[src/rtl/calc_seq_ctrl.sv]
// Sequencer for the calculator's shared WIDTH-bit adder: runs ADD (1 pass),
// SUB (invert then +1) and MUL (WIDTH shift-add passes) and registers result/flags.
module calc_seq_ctrl #(
  parameter int WIDTH = 7
) (
  input  logic             clk,
  input  logic             rst_n,
  input  logic             start,
  input  logic [1:0]       op,
  input  logic [WIDTH-1:0] a_in,
  input  logic [WIDTH-1:0] b_in,
  output logic [WIDTH-1:0] alu_x,
  output logic [WIDTH-1:0] alu_y,
  input  logic [WIDTH-1:0] alu_sum,
  input  logic             alu_cout,
  output logic             busy,
  output logic             done,
  output logic [WIDTH-1:0] result,
  output logic             ovf,
  output logic             err
);

  localparam int CW = (WIDTH > 1) ? $clog2(WIDTH) : 1;

  typedef enum logic [2:0] {
    S_IDLE, S_ADD, S_SUB_INV, S_SUB_INC, S_MUL_STEP, S_DONE
  } state_t;

  state_t           state, state_n;
  logic [WIDTH-1:0] a_r, a_n, b_r, b_n, acc, acc_n, tmp, tmp_n;
  logic [1:0]       op_r, op_n;
  logic [CW-1:0]    cnt, cnt_n;
  logic             c1, c1_n, movf, movf_n;
  logic [WIDTH-1:0] alu_x_n, alu_y_n, result_n;
  logic             ovf_n, err_n;
  logic [2*WIDTH-1:0] a_wide;
  logic             spill, bit_set;

  always_ff @(posedge clk or negedge rst_n) begin
    if (!rst_n) state <= S_IDLE;
    else        state <= state_n;
  end

  // Bits of A pushed past the adder width by the current multiplier shift.
  assign a_wide  = {{WIDTH{1'b0}}, a_r} << cnt;
  assign spill   = |a_wide[2*WIDTH-1:WIDTH];
  assign bit_set = b_r[cnt];

  always_comb begin
    state_n  = state;
    a_n      = a_r;
    b_n      = b_r;
    op_n     = op_r;
    acc_n    = acc;
    tmp_n    = tmp;
    cnt_n    = cnt;
    c1_n     = c1;
    movf_n   = movf;
    alu_x_n  = alu_x;
    alu_y_n  = alu_y;
    result_n = result;
    ovf_n    = ovf;
    err_n    = err;
    case (state)
      S_IDLE: begin
        alu_x_n = '0;
        alu_y_n = '0;
        if (start) begin
          a_n  = a_in;
          b_n  = b_in;
          op_n = op;
          case (op)
            2'b01: begin
              state_n = S_SUB_INV;
              alu_x_n = a_in;
              alu_y_n = ~b_in;
            end
            2'b10: begin
              state_n = S_MUL_STEP;
              acc_n   = '0;
              cnt_n   = '0;
              movf_n  = 1'b0;
              alu_x_n = '0;
              alu_y_n = a_in;
            end
            // Illegal opcode takes the single-pass slot so it shares ADD's latency.
            default: begin
              state_n = S_ADD;
              alu_x_n = a_in;
              alu_y_n = b_in;
            end
          endcase
        end
      end
      S_ADD: begin
        state_n = S_DONE;
        alu_x_n = '0;
        alu_y_n = '0;
        if (op_r == 2'b11) begin
          result_n = '0;
          ovf_n    = 1'b0;
          err_n    = 1'b1;
        end else begin
          result_n = alu_sum;
          ovf_n    = alu_cout;
          err_n    = 1'b0;
        end
      end
      S_SUB_INV: begin
        state_n = S_SUB_INC;
        tmp_n   = alu_sum;
        c1_n    = alu_cout;
        alu_x_n = alu_sum;
        alu_y_n = WIDTH'(1);
      end
      S_SUB_INC: begin
        state_n  = S_DONE;
        result_n = alu_sum;
        ovf_n    = ~(c1 | alu_cout);
        err_n    = 1'b0;
        alu_x_n  = '0;
        alu_y_n  = '0;
      end
      S_MUL_STEP: begin
        acc_n   = bit_set ? alu_sum : acc;
        movf_n  = movf | (bit_set & (alu_cout | spill));
        cnt_n   = cnt + 1'b1;
        alu_x_n = acc_n;
        alu_y_n = a_r << (32'(cnt) + 1);
        if (cnt == CW'(WIDTH-1)) begin
          state_n  = S_DONE;
          result_n = acc_n;
          ovf_n    = movf_n;
          err_n    = 1'b0;
          alu_x_n  = '0;
          alu_y_n  = '0;
        end
      end
      S_DONE: begin
        state_n = S_IDLE;
        alu_x_n = '0;
        alu_y_n = '0;
      end
      default: state_n = S_IDLE;
    endcase
  end

  always_ff @(posedge clk or negedge rst_n) begin
    if (!rst_n) begin
      a_r    <= '0;
      b_r    <= '0;
      op_r   <= '0;
      acc    <= '0;
      tmp    <= '0;
      cnt    <= '0;
      c1     <= 1'b0;
      movf   <= 1'b0;
      alu_x  <= '0;
      alu_y  <= '0;
      result <= '0;
      ovf    <= 1'b0;
      err    <= 1'b0;
    end else begin
      a_r    <= a_n;
      b_r    <= b_n;
      op_r   <= op_n;
      acc    <= acc_n;
      tmp    <= tmp_n;
      cnt    <= cnt_n;
      c1     <= c1_n;
      movf   <= movf_n;
      alu_x  <= alu_x_n;
      alu_y  <= alu_y_n;
      result <= result_n;
      ovf    <= ovf_n;
      err    <= err_n;
    end
  end

  assign busy = (state != S_IDLE);
  assign done = (state == S_DONE);

endmodule

[config.mk]
export PLATFORM = sky130hd
export DESIGN_NAME = calc_seq_ctrl
export DESIGN_NICKNAME = d
export VERILOG_FILES = /design/src/rtl/calc_seq_ctrl.sv
export SDC_FILE = /design/constraint.sdc
export NUM_CORES = 1
export LEC_CHECK = 0
export CAP_MARGIN = 20
export CORE_MARGIN = 1
export CORE_UTILIZATION = 58
export DETAILED_ROUTE_END_ITERATION = 8
export PLACE_DENSITY_LB_ADDON = 0.08
export SYNTH_ARGS = -nofsm -noshare
export SYNTH_HDL_FRONTEND = slang
export SYNTH_SLANG_ARGS = --single-unit
export TNS_END_PERCENT = 1
[constraint.sdc]
create_clock -name clk -period 4.2 [get_ports clk]
set_input_delay 0.84 -clock clk [delete_from_list [all_inputs] [get_ports clk]]
set_output_delay 0.84 -clock clk [all_outputs]
set_load 0.1 [all_outputs]
==> impl_metrics.toml <==
[setup_path]
required_ns = 3.36
regToRegStartpoint = "cnt[0]"
start_kind = "flop"
crit_fanout = 22
arrival_ns = 2.46
reg2reg_to = "alu_x[6]"
ff2ff_path_depth = 5
rrSetupSlack_ns = 1.58
crit_path_end_kind = "primary output"
path_class = "flop to primary output"

[clock_tree]
cts.repair.resized = 0
cts_buffer_depth = 2
cts-buffers-inserted = 5
cts_hold_buf = 0
cts_root_buf = "clkbuf_8"
htreeDepth = 2
cts.sinks = 54
clkSlewWorstSetupHoldPaths_ns = 0.09
clock_latency_ns = 0.31
cts_setup_buffers = 0
cts_tree = "yes"

[yosys]
syn_avg_cell_area_um2 = 9.59
ys_ff_latch = 54
synth_top_cell_area_share_pct = 42.6
syn-num-nets = 363
async_flop_share_pct = 100
synth_area_leaders = "dfrtp_1 43%, mux2_2 6.4%, a21oi_1 4.6%"
netlist_area_mm2 = 0.00317
yosysSeqAreaShare_pct = 42.6
synth_cells = 331
synth_edf_count = 0
ys_types = 51
synth-main-ff-cell = "dfrtp_1"
yosysTopAreaCell = "dfrtp_1"
yosys_warnings = 0

[routing]
drt_first_pass_iters = 4
drt-initial-drc-count = 284
ant_nets = 0
finalWirelength_um = 7680
vias_per_cell = 6.13
wl_per_cell_um = 17.4
drc_errors = 0
via_count = 2702

[placement]
io_buffers = 51
dp_hpwl_um = 5550
dpl.cell_count = 433
gp_congestion = 0.883

[worst_hold_path]
hold_path.class = "flop to flop"
min_path_cells = 2
min_from = "c1"
min_to = "c1"

[grt]
antenna_found_initial = 0
grt_overflow = 0
grt_first_pass_wirelength_um = 12600
grt_max_degree = 55
grt_pass1_vias = 2443
grtUsageTotal_pct = 28.0

[timing]
period_needed_ns = 3.30
totalNegativeSetupSlack_ns = 0
drv_slew = 0
fmax_mhz = 303
slew_headroom_pct = 35.1
hold_slack_ns = 0.493
finalCritPeriodShare_pct = 78.7
tightest_slew_ns = 0.970
setup_violations = 0
hold_viol_final = 0
rsz0062_at_grt = "no"
clock_skew_ns = 0.00314

[finish]
n_antenna_cell = 0
nNetsFinal = 402
area_growth_pct = 18.8
drive_gt1_share_pct = 11.3
final_cells = 441

[floorplanning]
die_area_mm2 = 0.00577
fp.dieH_um = 76.0
ios = 52
core-area_mm2 = 0.00517
rows = 26
die_x_um = 76.0
initial_core_util_pct = 61.3

[status]
status = "complete, no violations"

[job]
maxCapViolCount = 0
-- final cells by class --
class | instances | area (µm²)
Sequential cell | 54 | 1350
Multi-Input combinational cell | 238 | 1630
Clock buffer | 8 | 110
Fill cell | 400 | 1400
Inverter | 17 | 63.8
Tap cell | 70 | 87.6
Timing Repair Buffer | 54 | 528
-- kinds of logic (layout without fill, tap and decap cells) --
logic type / Yosys count / in the layout / synth area share (%)
adders and majority gates: 5 / 5 / 1.97
muxes: 32 / 32 / 11.4
AOI/OAI and AO/OA: 111 / 111 / 24.3
buffers and inverters: 39 / 79 / 6.03
and+or+nand+nor: 89 / 89 / 13.5
xor gates and xnor gates: 1 / 1 / 0.276
DFF: 54 / 54 / 42.6
-- per-stage QoR --
step,setup WS [ns],cell area (µm²),util [%]
3_5_place_dp,1.18,3660,70.8
2_1_floorplan,1.25,3170,-
4_1_cts,0.910,3770,72.9
6_report,0.897,3770,72.9
5_1_grt,0.831,3770,72.9
3_3_place_gp,1.28,3660,70.8
-- registers in the layout (all words and copies together), names as in the netlist, 2 cells and up --
name	flops
result	7
alu_x	7
state	3
acc	7
a_r	7
op_r	2
cnt	3
alu_y	7
b_r	7
-- worst max-delay path by stage --
stage                     endpoint  startpoint  slack (ns)
after floorplan               done    state[2]        1.25
after detailed placement    b_r[3]       start        1.18
after global placement        busy    state[1]        1.28
after CTS                     busy    state[1]        0.91
final                         busy    state[1]        0.90
after global routing          busy    state[1]        0.83
-- critical path, stage by stage, from the launching register on --
cell and delay (ns):
dfrtp_1 0.78, or3_1 0.24, clkdlybuf4s50_1 1.13
-- synth_stat cells, drive strengths merged, types with 3 or more instances --
library cell,number
a22oi,4
mux2,19
o22ai,4
nor2,25
a211oi,8
a21o,3
a21oi,29
nand2,25
dfrtp,54
a221oi,7
ha,5
nand2b,7
inv,17
a22o,13
o21bai,3
mux2i,12
clkbuf,9
nand3,8
a31oi,13
buf,13
nor2b,3
nor3,9
o211ai,3
o21ai,15
or2,6
-- cell usage in the layout (no fill, tap or decap), drive strengths merged, types with 2 or more instances in the layout --
master         synthesis  routed
nor2                  25      25
mux2                  19      19
buf                   13       4
a21o                   3       3
nand3                  8       8
and3                   2       2
o211ai                 3       3
o21ai                 15      15
a22o                  13      13
a21oi                 29      29
a211oi                 8       8
nor2b                  3       3
o22ai                  4       4
clkdlybuf4s50          0      50
a22oi                  4       4
ha                     5       5
clkbuf                 9       8
nand2b                 7       7
or2                    6       6
a31oi                 13      13
o21bai                 3       3
nor3                   9       9
inv                   17      17
a221oi                 7       7
nand2                 25      25
dfrtp                 54      54
mux2i                 12      12
o21a                   2       2
-- per-layer routing --
| metal | wire length [µm] | global-route usage, % |
|---|---|---|
| met2 | 3450 | 39.8 |
| met4 | 142 | 10.4 |
| met1 | 3650 | 43.2 |
| met3 | 441 | 3.98 |
| met5 | 0 | 0 |
Power is not shown: default switching activity piles up to over one toggle a cycle in this logic, so the estimate is an artifact.
